## src/rtl/alu_seq_if.sv

```systemverilog
// Command and response channels between the datapath control logic and alu_seq.
// The master issues commands and consumes responses; the slave is the sequencer.
interface alu_seq_if #(
   parameter int WIDTH  = 8,
   parameter int ITER_W = 3
);
   logic              cmd_valid;
   logic              cmd_ready;
   logic [3:0]        cmd_opcode;
   logic [WIDTH-1:0]  cmd_a;
   logic [WIDTH-1:0]  cmd_b;
   logic [ITER_W-1:0] cmd_iter;
   logic              rsp_valid;
   logic              rsp_ready;
   logic [WIDTH-1:0]  rsp_res;
   logic              rsp_zero;
   logic              rsp_err;

   modport master (
      output cmd_valid, cmd_opcode, cmd_a, cmd_b, cmd_iter, rsp_ready,
      input  cmd_ready, rsp_valid, rsp_res, rsp_zero, rsp_err
   );

   modport slave (
      input  cmd_valid, cmd_opcode, cmd_a, cmd_b, cmd_iter, rsp_ready,
      output cmd_ready, rsp_valid, rsp_res, rsp_zero, rsp_err
   );
endinterface

```

## src/rtl/alu_seq.sv

```systemverilog
// Command sequencer for the 8-bit boolean ALU: drives operands/opcode, optionally
// feeds the result back as operand A, and returns the final result with flags.
module alu_seq #(
   parameter int WIDTH  = 8,
   parameter int ITER_W = 3
) (
   input  logic             clk,
   input  logic             rst_n,
   alu_seq_if.slave         bus,
   output logic [3:0]       alu_opcode,
   output logic [WIDTH-1:0] alu_a,
   output logic [WIDTH-1:0] alu_b,
   input  logic [WIDTH-1:0] alu_res
);

   localparam logic [3:0] OP_AND = 4'b0101;
   localparam logic [3:0] OP_OR  = 4'b0110;
   localparam logic [3:0] OP_XOR = 4'b0111;
   localparam logic [3:0] OP_NOT = 4'b1000;

   // ILLEGAL is a one-cycle step so an illegal opcode answers with the same
   // latency as a legal command with no extra iterations.
   typedef enum logic [1:0] {IDLE, EXEC, ILLEGAL, RESP} state_t;

   state_t            state, state_nxt;
   logic [ITER_W-1:0] cnt, cnt_nxt;
   logic [3:0]        op_nxt;
   logic [WIDTH-1:0]  a_nxt, b_nxt, res_nxt;
   logic              valid_nxt, zero_nxt, err_nxt;
   logic              legal;

   assign bus.cmd_ready = (state == IDLE);
   assign legal = (bus.cmd_opcode inside {OP_AND, OP_OR, OP_XOR, OP_NOT});

   // NOTE: every signal gets a default before the case so no path leaves one
   // unassigned, which would otherwise infer a latch.
   always_comb begin
      state_nxt = state;
      cnt_nxt   = cnt;
      op_nxt    = alu_opcode;
      a_nxt     = alu_a;
      b_nxt     = alu_b;
      valid_nxt = bus.rsp_valid;
      res_nxt   = bus.rsp_res;
      zero_nxt  = bus.rsp_zero;
      err_nxt   = bus.rsp_err;

      case (state)
         IDLE: begin
            if (bus.cmd_valid) begin
               cnt_nxt = bus.cmd_iter;
               if (legal) begin
                  op_nxt    = bus.cmd_opcode;
                  a_nxt     = bus.cmd_a;
                  b_nxt     = bus.cmd_b;
                  state_nxt = EXEC;
               end else begin
                  state_nxt = ILLEGAL;
               end
            end
         end
         EXEC: begin
            if (cnt != '0) begin
               a_nxt   = alu_res;
               cnt_nxt = cnt - ITER_W'(1);
            end else begin
               res_nxt   = alu_res;
               zero_nxt  = (alu_res == '0);
               err_nxt   = 1'b0;
               valid_nxt = 1'b1;
               op_nxt    = 4'b0000;
               a_nxt     = '0;
               b_nxt     = '0;
               state_nxt = RESP;
            end
         end
         ILLEGAL: begin
            res_nxt   = '0;
            zero_nxt  = 1'b1;
            err_nxt   = 1'b1;
            valid_nxt = 1'b1;
            state_nxt = RESP;
         end
         RESP: begin
            if (bus.rsp_ready) begin
               valid_nxt = 1'b0;
               state_nxt = IDLE;
            end
         end
         default: state_nxt = IDLE;
      endcase
   end

   // NOTE: state registers use non-blocking assignment so every register
   // samples the pre-edge values computed above.
   always_ff @(posedge clk or negedge rst_n) begin
      if (!rst_n) begin
         state         <= IDLE;
         cnt           <= '0;
         alu_opcode    <= 4'b0000;
         alu_a         <= '0;
         alu_b         <= '0;
         bus.rsp_valid <= 1'b0;
         bus.rsp_res   <= '0;
         bus.rsp_zero  <= 1'b0;
         bus.rsp_err   <= 1'b0;
      end else begin
         state         <= state_nxt;
         cnt           <= cnt_nxt;
         alu_opcode    <= op_nxt;
         alu_a         <= a_nxt;
         alu_b         <= b_nxt;
         bus.rsp_valid <= valid_nxt;
         bus.rsp_res   <= res_nxt;
         bus.rsp_zero  <= zero_nxt;
         bus.rsp_err   <= err_nxt;
      end
   end

endmodule

```

## src/flat_wrapper.sv

```systemverilog
// flat-port wrapper written by rule: the top's interface ports become plain ports
module alu_seq_flat 
#(
   parameter int WIDTH  = 8,
   parameter int ITER_W = 3
)
  (clk, rst_n, alu_opcode, alu_a, alu_b, alu_res, bus_cmd_valid, bus_cmd_opcode, bus_cmd_a, bus_cmd_b, bus_cmd_iter, bus_rsp_ready, bus_cmd_ready, bus_rsp_valid, bus_rsp_res, bus_rsp_zero, bus_rsp_err);
  alu_seq_if #(.WIDTH(WIDTH), .ITER_W(ITER_W)) bus_i ();
  input  logic clk;
  input  logic rst_n;
  output logic [3:0] alu_opcode;
  output logic [WIDTH-1:0] alu_a;
  output logic [WIDTH-1:0] alu_b;
  input  logic [WIDTH-1:0] alu_res;
  input wire logic [$bits(bus_i.cmd_valid)-1:0] bus_cmd_valid;
  input wire logic [$bits(bus_i.cmd_opcode)-1:0] bus_cmd_opcode;
  input wire logic [$bits(bus_i.cmd_a)-1:0] bus_cmd_a;
  input wire logic [$bits(bus_i.cmd_b)-1:0] bus_cmd_b;
  input wire logic [$bits(bus_i.cmd_iter)-1:0] bus_cmd_iter;
  input wire logic [$bits(bus_i.rsp_ready)-1:0] bus_rsp_ready;
  output wire logic [$bits(bus_i.cmd_ready)-1:0] bus_cmd_ready;
  output wire logic [$bits(bus_i.rsp_valid)-1:0] bus_rsp_valid;
  output wire logic [$bits(bus_i.rsp_res)-1:0] bus_rsp_res;
  output wire logic [$bits(bus_i.rsp_zero)-1:0] bus_rsp_zero;
  output wire logic [$bits(bus_i.rsp_err)-1:0] bus_rsp_err;
  assign bus_i.cmd_valid = bus_cmd_valid;
  assign bus_i.cmd_opcode = bus_cmd_opcode;
  assign bus_i.cmd_a = bus_cmd_a;
  assign bus_i.cmd_b = bus_cmd_b;
  assign bus_i.cmd_iter = bus_cmd_iter;
  assign bus_i.rsp_ready = bus_rsp_ready;
  assign bus_cmd_ready = bus_i.cmd_ready;
  assign bus_rsp_valid = bus_i.rsp_valid;
  assign bus_rsp_res = bus_i.rsp_res;
  assign bus_rsp_zero = bus_i.rsp_zero;
  assign bus_rsp_err = bus_i.rsp_err;
  alu_seq #(.WIDTH(WIDTH), .ITER_W(ITER_W)) u_core (.clk(clk), .rst_n(rst_n), .bus(bus_i), .alu_opcode(alu_opcode), .alu_a(alu_a), .alu_b(alu_b), .alu_res(alu_res));
endmodule
```

## config.mk

```make
export PLATFORM = sky130hd
export DESIGN_NAME = alu_seq_flat
export DESIGN_NICKNAME = d
export VERILOG_FILES = /design/src/rtl/alu_seq_if.sv /design/src/rtl/alu_seq.sv /design/src/flat_wrapper.sv
export SDC_FILE = /design/constraint.sdc
export NUM_CORES = 1
export LEC_CHECK = 0
export ABC_AREA = 1
export BUFFER_PORTS_ARGS = -buffer_cell sky130_fd_sc_hd__buf_2
export CAP_MARGIN = 20
export CELL_PAD_IN_SITES_DETAIL_PLACEMENT = 2
export CELL_PAD_IN_SITES_GLOBAL_PLACEMENT = 2
export CORE_MARGIN = 4
export CORE_UTILIZATION = 29
export DETAILED_ROUTE_END_ITERATION = 7
export GPL_TIMING_DRIVEN = 0
export HOLD_SLACK_MARGIN = 0.12
export PLACE_DENSITY = 0.93
export SLEW_MARGIN = 20
export SYNTH_ARGS = -nofsm -noshare
export SYNTH_HDL_FRONTEND = slang
export SYNTH_SLANG_ARGS = --single-unit
```

## constraint.sdc

```tcl
create_clock -name clk -period 3.1 [get_ports clk]
set_input_delay 0.62 -clock clk [delete_from_list [all_inputs] [get_ports clk]]
set_output_delay 0.62 -clock clk [all_outputs]
set_load 0.05 [all_outputs]
```

==> reports/results.txt, run 1 <==
After layout, the worst path uses 68.8% of the clock period. The clock edge transition at the registers on the reported setup and hold paths is 0.07 ns, and the initial antenna violation count is 0. 67 I/O pins were placed. The number of failing hold endpoints at the final stage is 0, and the transition time of the tightest slew-check pin is 0.859 ns.

For the data arrival time at the worst-slack endpoint, the log shows 1.51 ns. The logs give 4580 um for the final HPWL from detailed placement and 0.00409 ns for the final setup skew. The number of gates resized after cts was 0. The detailed router's first-iteration violation count is 47, and the total clock sinks is 36. The netlist area before placement is 1800 um2. The tools report the worst path required time as 2.48 ns. The starting density of the core was 30.1%.

Clock tree synthesis inserted a total of 5 buffers. The routed layout has 1803 vias. For the finished layout, the period the worst path requires is 2.13 ns. The H-tree generated during clock tree synthesis spans 2 levels.

In this run the mean area of a mapped cell was 8.09 um2. The kind of critical path is reg -> out. The final layout contains routed wiring with a total length of 6390 um.

Summed over all instances, the cell type with the most area after synthesis is sky130_fd_sc_hd__dfrtp_1. The number of pins with negative max-slew slack in the final report is 0. Summed over its instances, the top area cell type makes up 50.0% of the synthesized netlist area. Standard cell with the maximum stage delay on the critical path: sky130_fd_sc_hd__dfrtp_1. After detailed placement, the design holds a cell count of 364. The area overhead of the layout relative to synthesis is 30.5%. The post-detailed-route wirelength per cell came out at 17.2 um. For the overall die area, the log shows 7540 um2. The number of synthesized register bits was 36; the net count after synthesis was 265. The core utilization of the finished layout came out at 39.3%.

Based on the critical path, the design can be clocked at up to 0.469 GHz. For the instance count of the mapped netlist, the log shows 223. The number of buffers on the longest clock path is 2, and the die extent in y is 86.9 um. Post-CTS timing repair inserted 0 buffers for setup. 0 antenna diodes ended up in the layout. The worst hold-check path type is in -> async. For the count of yosys warnings during synthesis, the log shows 0.

Yosys attributes the largest share of cell area to sky130_fd_sc_hd__dfrtp_1 (50%), sky130_fd_sc_hd__nand2_1 (18%), sky130_fd_sc_hd__o21ai_0 (6.9%). Entering global routing, the biggest net connects 37 pins. The tools report the number of antenna-violating nets in the routed design as 0. At the end of routability-driven placement, the weighted congestion stood at 0.732. The tool flagged a number of max-cap violations equal to 0. For this run, the slowest stage of the critical path takes 0.44 ns. The tools report the area of the core as 5990 um2.

Broken down by cell family, the worst path's largest delay share belongs to buffers and inverters. Count of endpoints failing setup in the final report: 0. Sequential cells were found to cover 50.0% of the synthesized design area. Setup repair after global routing left no endpoint under its margin. TritonCTS built the clock tree. The total overflow left after global routing is 0. Cells with a size suffix above 1 make up 29.0% of the layout. In this run, post-CTS hold repair placed 0 buffers.

Before antenna repair, the detailed router went through 4 iterations. The accumulated negative setup slack was 0 ns. The critical-path maximum fanout was 5.

In the routed layout, each cell is associated on average with a via count of 4.85. The flow ran to the end, and the final reports show no timing, DRC or antenna violations. The clock reaches the later pin of the worst-skew pair after 0.30 ns.

In this run the core area contains 28 standard-cell rows. Yosys mapped the design onto 19 distinct sky130hd cell types. Number of global-route vias before repair: 2080.

For this run, the number of standard cells in the final layout without fillers is 372. Global-route wire length before repair: 10500 um. Traced cell by cell, the critical path runs through inv_1 > ha_1 > buf_2. The worst setup path is launched from a flip-flop. The number of buffer cells added on primary ports works out to 66. Measured against its own limit, the worst slew margin works out to 42.7%.

The count of buffering cells on the critical path with inverters included is 2, and the DRC violations left is 0. The width of the chip was 86.9 um. The net count of the finished layout is 338. For this run, the total global-route usage over all layers was measured as 18.2%. The kind of capture point of the worst setup path is an output port.

The tools report the root buffer cell as sky130_fd_sc_hd__clkbuf_8.
-- final cells by class --
class,instances,area [um2]
multi-input cells,155,756
flip-flops and latches,36,901
clock buffers,7,96.3
well taps,75,93.8
repair buffers,66,330
plain buffers,8,56.3
clock inverters,1,30.0
fillers,732,3640
inverters,24,90.1
-- cell families after synthesis --
family                   Yosys count  synth area share [%]
flip-flops                        36                  50.0
AND/OR/NAND/NOR                  118                  27.8
AO/OA/AOI/OAI                     29                  8.81
XOR/XNOR                           1                 0.486
adder cells (fa/ha/maj)            7                  4.86
buffers and inverters             32                  8.12
-- worst register-to-register path: stages, from the launching register on --
cell and delay [ns]:
sky130_fd_sc_hd__dfrtp_1 0.44, sky130_fd_sc_hd__inv_1 0.13, sky130_fd_sc_hd__ha_1 0.33, sky130_fd_sc_hd__nor2_2 0.11, sky130_fd_sc_hd__a21oi_4 0.18, sky130_fd_sc_hd__nand3_2 0.15, sky130_fd_sc_hd__buf_6 0.17, sky130_fd_sc_hd__nand2_1 0.07
sky130_fd_sc_hd__nand2_1 0.05
-- cells in the mapped netlist --
cell,count
sky130_fd_sc_hd__nand2_1,86
sky130_fd_sc_hd__dfrtp_1,36
sky130_fd_sc_hd__o21ai_0,25
sky130_fd_sc_hd__inv_1,22
sky130_fd_sc_hd__nand4_1,14
sky130_fd_sc_hd__nand3_1,11
sky130_fd_sc_hd__ha_1,7
sky130_fd_sc_hd__nor2_1,5
sky130_fd_sc_hd__buf_2,3
sky130_fd_sc_hd__buf_4,2
sky130_fd_sc_hd__buf_6,2
sky130_fd_sc_hd__inv_2,2
sky130_fd_sc_hd__o21ai_1,2
sky130_fd_sc_hd__a21oi_4,1
sky130_fd_sc_hd__clkbuf_1,1
sky130_fd_sc_hd__nand3_2,1
sky130_fd_sc_hd__nor2_2,1
sky130_fd_sc_hd__o31ai_1,1
sky130_fd_sc_hd__xnor2_1,1
-- cell usage in the layout, fill, tap and decap left out, drive strengths merged --
cell and n:
bufinv 1, xnor2 1, o21ai 27, buf 73, o31ai 1, nor2 6, inv 24, nand2 86
nand3 12, a21oi 1, ha 7, dfrtp 36, nand4 14, clkbuf 8
-- layer usage --
metal	GRT usage (%)	wire length, um	part of all wire, %	vias to the layer above
li1	-	-	-	861
met1	22.5	2680	42	872
met2	31.7	3220	50	59
met3	3.03	368	5.8	11
met4	6.66	122	1.9	0
met5	0	0	0	-
-- state kept, by name (all words and copies together), names as in the netlist --
signal and cells:
u_core.alu_a 8, u_core.alu_b 8, u_core.alu_opcode 4, u_core.bus.rsp_err 1, u_core.bus.rsp_res 8, u_core.bus.rsp_valid 1, u_core.bus.rsp_zero 1, u_core.cnt 3
u_core.state 2
-- metrics by stage --
step,setup slack [ns],hold slack (ns),instance area [um2]
finish,0.968,0.416,2350
global route,0.888,0.498,2350
CTS,0.943,0.462,2350
detailed placement,1.28,0.458,2230
global placement,1.32,0.451,2230
floorplan,1.26,0.324,1800
-- worst paths after layout --
kind                            startpoint  slack [ns]  cells past startpoint                    end
max                        u_core.state[0]        0.97                      3          bus_cmd_ready
min                                  rst_n        0.42                      1  u_core.bus.rsp_res[5]
max reg2reg                u_core.state[0]        1.36                      8   u_core.alu_opcode[2]
min reg2reg                u_core.alu_b[5]        0.48                      2        u_core.alu_b[5]
max in group asynchronous            rst_n        2.13                      1        u_core.state[1]
min in group clk           u_core.alu_b[5]        0.48                      2        u_core.alu_b[5]
Power of run 1 is not shown: default switching activity piles up to over one toggle a cycle in this logic, so the estimate is an artifact.
==> run 2, diff against run 1 <==
--- a/config.mk
+++ b/config.mk
@@ -5,17 +5,17 @@
 export SDC_FILE = /design/constraint.sdc
 export NUM_CORES = 1
 export LEC_CHECK = 0
-export ABC_AREA = 1
+export ABC_AREA = 0
 export BUFFER_PORTS_ARGS = -buffer_cell sky130_fd_sc_hd__buf_2
 export CAP_MARGIN = 20
 export CELL_PAD_IN_SITES_DETAIL_PLACEMENT = 2
 export CELL_PAD_IN_SITES_GLOBAL_PLACEMENT = 2
 export CORE_MARGIN = 4
-export CORE_UTILIZATION = 29
+export CORE_UTILIZATION = 30
 export DETAILED_ROUTE_END_ITERATION = 7
 export GPL_TIMING_DRIVEN = 0
 export HOLD_SLACK_MARGIN = 0.12
-export PLACE_DENSITY = 0.93
+export PLACE_DENSITY = 0.87
 export SLEW_MARGIN = 20
 export SYNTH_ARGS = -nofsm -noshare
 export SYNTH_HDL_FRONTEND = slang
==> constraint.sdc (replaced) <==
create_clock -name clk -period 2 [get_ports clk]
set_input_delay 0.4 -clock clk [delete_from_list [all_inputs] [get_ports clk]]
set_output_delay 0.4 -clock clk [all_outputs]
set_load 0.05 [all_outputs]
==> run 2 against run 1 <==
Wire length is 0.69% lower. Clock skew is 0.0042 ns higher. Global-route usage is 1.9 points lower. First-iteration DRC count is 30% lower. Non-clock buffer count is 6 higher. Design area is 11% higher. Final cell count is 7.3% lower. Flip-flop and latch count stayed put. Register-to-register slack worse by 1.2 ns. Critical path type is now reg -> reg. Critical endpoint is now u_core.alu_a[7].
==> reports/results.txt, run 2 <==
The run finished with clean final reports. After filler insertion, the fill cell instance count of the layout stands at 720. The initial utilization of the core area, before any placement, comes to 31.3%.

The kind of capture point of the worst setup path was a flip-flop. The number of failing hold endpoints at the final stage was 0. By count the netlist is led by sky130_fd_sc_hd__dfrtp_1 (36), sky130_fd_sc_hd__inv_1 (19), sky130_fd_sc_hd__nand2_1 (16).

The run gives 16.3% as the total global-route track usage. Sequential cells were found to cover 44.5% of the synthesized design area. The tools report the antenna diode count as 0. The kind of critical path was reg -> reg. The source-to-sink clock delay at the later pin of the worst-skew pair was 0.29 ns. The normalized max-slew margin came out at 43.2%. In this run, synthesis produced a sequential element count of 36. The die covers 8120 um2.

Setup violations remaining at the end of the flow were counted as 0. The transition time of the tightest slew-check pin is 0.851 ns. The tool flagged a number of max-cap violations equal to 0. The tools report the global-route congestion overflow total as 0. In the post-route analysis, the smallest setup slack over all paths is 0.126 ns.

Synthesis handed over a netlist of 194 instances. The run gives 4830 um as the final HPWL from detailed placement. The run gives 33 as the detailed router's first-iteration violation count. The total I/O pin count was 67.

Dividing total power by cell area gives a power density of 1940 nW/um2. The area overhead of the layout relative to synthesis works out to 28.8%. For the global-route wire length before repair, the log shows 10800 um.

The region available for standard cell placement spans 6460 um2. In this run, post-CTS hold repair placed 0 buffers. Leaving out fill and tap cells, the most frequent cells in the layout are sky130_fd_sc_hd__buf_2 (70), sky130_fd_sc_hd__dfrtp_1 (36), sky130_fd_sc_hd__inv_1 (18).

The net count after synthesis is 236, and the number of global-route vias before repair is 2024. The width of the chip came out at 90.1 um. The tools report the number of levels in the clock H-tree as 2.

The largest registers in the layout are u_core.alu_a: 8 flops, u_core.alu_b: 8 flops, u_core.bus.rsp_res: 8 flops. In this run the worst hold path is classified as in -> async. After detailed routing, the number of remaining DRC violations is 0. Reg-to-reg startpoint: u_core.state[0]. The number of buffer cells added on primary ports works out to 66.

In the post-synthesis netlist, the biggest area contributors are sky130_fd_sc_hd__dfrtp_1 (45%), sky130_fd_sc_hd__mux2i_1 (6.4%), sky130_fd_sc_hd__mux2_4 (5.9%). Yosys mapped a number of flops with a built-in enable equal to 0. Worst path required time: 2.18 ns. Setup repair after global routing left no endpoint under its margin. The worst register-to-register path ends at u_core.alu_a[7].

The detail route stage leaves a number of antenna-violating nets equal to 0. In this run the most used layer during global routing was met2. Measured along the y axis, the die boundary spans 90.1 um.

Along the worst path, the maximum fanout reaches 8. Dividing the detail-routed via count by the number of cells gives 5.17. The run gives 20.4% as the global-route met1 utilization.

The number of buffers on the longest clock path was 2; the maximum vdd drop was 0.000642 V. The final period utilization came out at 93.7%. The tree is rooted in a sky130_fd_sc_hd__clkbuf_8. The analysis attributes to cell leakage a power of 1.33 nW. Last weighted congestion value of the routability-driven placer: 0.747. The data arrival time at the worst-slack endpoint was 2.05 ns.

The logs give 0.13 ns for the reg2reg setup slack and 0.534 GHz for the highest achievable clock rate. The clock edge transition at the registers on the reported setup and hold paths is 0.07 ns, and the post-placement cell count is 337. The site row count was 29. The tools report the number of iterations in the first detailed-routing pass as 6. The largest net degree at the start of global routing is 37, and the accumulated negative setup slack is 0 ns.

In the global route stage, met3 resource usage came out at 3.59%. Counting cells, the worst reg-to-reg path comes to 7. Before CTS, the worst setup slack after placement is -0.00206 ns. The most frequently used flop master after synthesis is sky130_fd_sc_hd__dfrtp_1. The library cell used most frequently in the layout, excluding fill and tap cells, is sky130_fd_sc_hd__buf_2. The most common cell in the netlist was sky130_fd_sc_hd__dfrtp_1. The proportion of layout cells with a drive suffix above 1 is 38.1%, and the via count of the routed design is 1782. After synthesis, the largest area contributor takes up 44.5% of total cell area. The run gives 0 as the initial antenna violation count.

The mapped netlist covers 2020 um2. The largest area contributor in the synthesized netlist was sky130_fd_sc_hd__dfrtp_1. The count of cells in the finished layout, fillers not included, comes to 345. The total clock sinks was 36; the number of distinct library cells after synthesis was 36. For the number of pins with negative max-slew slack in the final report, the log shows 0. The kind of launch point of the worst setup path is a flip-flop. The final routed wirelength across all metal layers is 6350 um, and the final setup skew is 0.00826 ns. The number of buffers added by the clock tree synthesis step is 5, and the per-instance average area after synthesis is 10.4 um2.

Global routing used 28.2% of the available met2 tracks. TritonCTS built the clock tree. The completed layout was analyzed and its total power is 5.04 mW.

Of all flip-flops after synthesis, the portion carrying an async set or reset was 100%. For this run, the number of Yosys warnings is 0. Dividing the detail-routed wire length by the instance count gives 18.4 um.

The final net count was 309; the clock period minus worst slack was 1.87 ns.
==> run 2: cell types whose count changed after synthesis, sizes merged, moves of 3 or more <==
cell    before  now
nand2       86   16
inv         24   20
a22o         0    8
mux2         0    9
a21oi        1    5
nand4       14    0
buf          7   11
mux2i        0   14
o211ai       0   12
o21ai       27   10
o221ai       0   12
nand3       12    8
nor2b        0    3
==> run 2: area by class of cell <==
class	instances	area [um2]	share of cell area (%)
buffer	14	83.8	3.22
clock buffer	6	72.6	2.78
clock inverter	2	35.0	1.34
inverter	20	75.1	2.88
multi-input combinational	124	1010	38.8
sequential	36	901	34.6
tap	77	96.3	3.70
timing repair buffer	66	330	12.7
==> run 2: how the worst max path moves through the flow <==
| stage | from | to | slack (ns) | depth (start not counted) |
|---|---|---|---|---|
| 2_1_floorplan | u_core.state[0] | u_core.alu_a[0] | 0.07 | 7 |
| 6_report | u_core.state[0] | u_core.alu_a[7] | 0.13 | 7 |
| 5_1_grt | u_core.state[0] | u_core.alu_a[7] | 0.05 | 7 |
| 3_5_place_dp | u_core.state[1] | u_core.alu_opcode[2] | -0.002 | 8 |
| 4_1_cts | u_core.state[0] | u_core.alu_a[4] | 0.006 | 7 |
| 3_3_place_gp | u_core.state[1] | u_core.alu_opcode[2] | 0.05 | 8 |
==> run 2: metrics by stage <==
step                      hold WS [ns]  area, um2  utilization (%)
after global routing             0.278       2610             40.4
after global placement           0.450       2450             38.0
after floorplan                  0.104       2030                -
after CTS                        0.238       2560             39.7
final                            0.214       2610             40.4
after detailed placement         0.465       2450             38.0
==> run 2: kinds of logic (layout without fill, tap and decap cells) <==
group                      after synthesis  count (layout)  synth area share, %
and+or+nand+nor                         38              38                 9.15
muxes                                   23              23                 14.0
buffers and inverters                   34             108                 7.36
DFF                                     36              36                 44.5
adders and majority gates                7               7                 4.33
AOI/OAI and AO/OA                       56              56                 20.6
==> run 2: report_power, final <==
group	switching [mW]	leakage, nW	internal (mW)
Sequential	0.227	0.445	1.05
Combinational	2.04	0.828	1.09
Clock	0.269	0.0552	0.370
Total	2.54	1.33	2.51
==> run 2: worst max-delay path: stages (launching register included) <==
cell and delay [ns]:
sky130_fd_sc_hd__dfrtp_1 0.44, sky130_fd_sc_hd__inv_1 0.18, sky130_fd_sc_hd__ha_4 0.22, sky130_fd_sc_hd__nand2_2 0.12, sky130_fd_sc_hd__o21a_1 0.18, sky130_fd_sc_hd__a21o_1 0.18, sky130_fd_sc_hd__buf_6 0.15, sky130_fd_sc_hd__mux2_4 0.30
==> run 2: routing by layer <==
layer | part of all wire, % | wire length, um
met5 | 0 | 0
met4 | 1.2 | 78
met3 | 3.3 | 207
met2 | 51 | 3230
met1 | 45 | 2830
==> run 2: timing repair <==
action                                 CTS  global route
gates resized for setup                  2             9
endpoints found under the hold margin    0             0
setup buffers                            0             0
setup endpoints to repair                9            22
Note: power is estimated with default switching activity, not from simulation.
==> run 3, diff against run 2 <==
--- a/config.mk
+++ b/config.mk
@@ -7,7 +7,6 @@
 export LEC_CHECK = 0
 export ABC_AREA = 0
 export BUFFER_PORTS_ARGS = -buffer_cell sky130_fd_sc_hd__buf_2
-export CAP_MARGIN = 20
 export CELL_PAD_IN_SITES_DETAIL_PLACEMENT = 2
 export CELL_PAD_IN_SITES_GLOBAL_PLACEMENT = 2
 export CORE_MARGIN = 4
@@ -16,6 +15,7 @@
 export GPL_TIMING_DRIVEN = 0
 export HOLD_SLACK_MARGIN = 0.12
 export PLACE_DENSITY = 0.87
+export RECOVER_POWER = 50
 export SLEW_MARGIN = 20
 export SYNTH_ARGS = -nofsm -noshare
 export SYNTH_HDL_FRONTEND = slang
==> run 3 against run 2 <==
Highest routed layer unchanged. Maximum frequency is essentially flat. Final cell count unchanged. Design area shrank 0.77%. Count of clock-buffer cells in the layout did not move. Die area is the same.
==> reports/results.txt, run 3 (synthesis gave the netlist of run 2 again) <==
The run finished with clean final reports. The area overhead of the layout relative to synthesis came out at 27.8%. The final period utilization came out at 93.7%. The standard cell with the maximum stage delay on the critical path is sky130_fd_sc_hd__dfrtp_1.

The most common cell after layout, fill and taps aside is sky130_fd_sc_hd__buf_2. Across the run, the number of max-cap violations was 0. Data on the critical path is required at its endpoint by 2.18 ns. The number of antenna diodes in the final layout is 0. Total power for the finished layout comes to 5.01 mW.

The floorplan step set the die width to 90.1 um. During I/O placement, the number of pins put on the boundary was 67. TritonCTS created 5 clock buffers. In this run the standard cell core region covers 6460 um2. TritonCTS built the clock tree. The largest stage delay on the critical path came out at 0.44 ns. The tools report the post-placement cell count as 337. The tools report the number of levels in the clock H-tree as 2. The congestion estimate from routability-driven global placement came to 0.747. After detailed routing, the number of vias per cell comes to 5.16. Global routing used 16.3% of the available tracks across all layers. In the layout the commonest cells are sky130_fd_sc_hd__buf_2 (53), sky130_fd_sc_hd__dfrtp_1 (36), sky130_fd_sc_hd__clkbuf_1 (20). For this configuration, the core starts out at a cell density of 31.3%. Setup repair after global routing left no endpoint under its margin.

Worst hold slack: 0.247 ns. Clock-pin slew was measured on the worst setup and hold paths at 0.07 ns. The worst path needs 1.87 ns of the cycle, external delays included.

In this run the register-to-register setup slack is 0.13 ns. Traced cell by cell, the critical path runs through inv_1 > ha_4 > nand2_2 > o21a_1 > a21o_1 > buf_6 > mux2_4. After the first detailed-routing iteration, the DRC count stood at 29. For the worst-skew pair, the clock arrives at the later sink with an insertion delay of 0.29 ns.

The tools report the number of iterations in the first detailed-routing pass as 6. The tree is rooted in a sky130_fd_sc_hd__clkbuf_8. The net count of the finished layout is 309. The post-detailed-route wirelength per cell works out to 18.4 um. Areal power density over the cells: 1940 nW/um2. The count of endpoints failing setup in the final report was 0; the site row count was 29. Data arrives at the worst endpoint at 2.05 ns.

For this design, the CTS-stage hold fixing added 0 buffers. The accumulated negative setup slack was 0 ns; the die extent in y was 90.1 um. For the combined flip-flop and latch cell area, the log shows 901 um2. The number of pins with negative max-slew slack in the final report is 0, and the proportion of layout cells with a drive suffix above 1 is 32.1%. The run gives 0 as the initial antenna violation count. STA classifies the critical path endpoint as a flip-flop. The run gives 36 as the total clock sinks.

In the final layout, the registers with the most flip-flops are u_core.alu_a: 8 flops, u_core.alu_b: 8 flops, u_core.bus.rsp_res: 8 flops. The tools report the global-route congestion overflow total as 0. The area of combinational cells with multiple inputs was 1010 um2; the final HPWL from detailed placement was 4830 um.

After detailed routing, the number of remaining DRC violations is 0. The routed layout has 1779 vias. The layout filler cell count is 726, and the largest net degree at the start of global routing is 37.

The overall die area is 8120 um2, and the critical-path maximum fanout is 8. The worst hold-check path type is in -> async. The number of antenna-violating nets in the routed design came out at 0.

The tools report the number of failing hold endpoints at the final stage as 0. The first global-routing pass estimated 10800 um of wire. The number of setup buffers added after CTS is 0. The run gives 0.534 GHz as the highest achievable clock rate.

The normalized max-slew margin is 36.4%. For the number of global-route vias before repair, the log shows 2024. The run gives 1.28 nW as the standby leakage power.

Across the routed clock network, the largest skew measured is 0.00831 ns. STA classifies the critical path startpoint as a flip-flop. For this block, the routed nets add up to 6350 um of wire.

The run gives 0.000635 V as the maximum vdd drop. The kind of critical path is reg -> reg. The logs give 40.0% for the core utilization of the finished layout and 345 for the post-layout instance count excluding filler cells. The number of buffer cells added on primary ports works out to 66. Transition time of the tightest slew-check pin: 0.954 ns. The number of buffers on the longest clock path came out at 2.
[run 3: cell count changes in the layout (fill, tap and decap cells not counted), sizes merged]
cell    delta
clkbuf    +17
buf       -17
[run 3: through the flow]
step / instance area (um2) / setup WS (ns)
after floorplan: 2030 / 0.0657
final: 2590 / 0.126
after detailed placement: 2450 / -0.00206
after global routing: 2590 / 0.0458
after global placement: 2450 / 0.0493
after CTS: 2560 / 0.00644
[run 3: critical path, delay by kind of cell, from the launching register on]
family | cells | cell delay, ns
buffers and inverters | 2 | 0.33
DFF | 1 | 0.44
muxes | 1 | 0.30
AOI/OAI and AO/OA | 2 | 0.36
adders and majority gates | 1 | 0.22
and+or+nand+nor | 1 | 0.12
[run 3: layout make-up]
type	count	area share, %
buffer	14	3.24
clock buffer	6	2.81
clock inverter	2	1.35
inverter	20	2.90
multi-input combinational	124	39.1
sequential	36	34.8
tap	77	3.73
timing repair buffer	66	12.0
[run 3: final timing paths]
path	startpoint	endpoint	cells after the start
max	u_core.state[0]	u_core.alu_a[7]	7
min	rst_n	u_core.alu_a[2]	1
max reg2reg	u_core.state[0]	u_core.alu_a[7]	7
min reg2reg	u_core.bus.rsp_err	u_core.bus.rsp_err	2
max in group asynchronous	rst_n	u_core.state[0]	1
min in group clk	bus_cmd_iter[1]	u_core.cnt[1]	3
[run 3: metal layers]
layer | part of all wire, % | vias up | GRT usage [%] | wire, um
li1 | - | 847 | - | -
met1 | 45 | 897 | 20.4 | 2830
met2 | 51 | 30 | 28.2 | 3230
met3 | 3.4 | 5 | 3.59 | 215
met4 | 1.2 | 0 | 4.59 | 78
met5 | 0 | - | 0 | 0
[run 3: what timing repair did]
item	CTS	global route
endpoints found under the setup margin	9	22
pin swaps	0	0
resized for setup	2	9
endpoints found under the hold margin	0	0
[run 3: report_power, final]
| part | internal, mW | switching [mW] | leakage, nW |
|---|---|---|---|
| clock | 0.370 | 0.270 | 0.0552 |
| sequential | 1.05 | 0.231 | 0.445 |
| combinational | 1.05 | 2.04 | 0.781 |
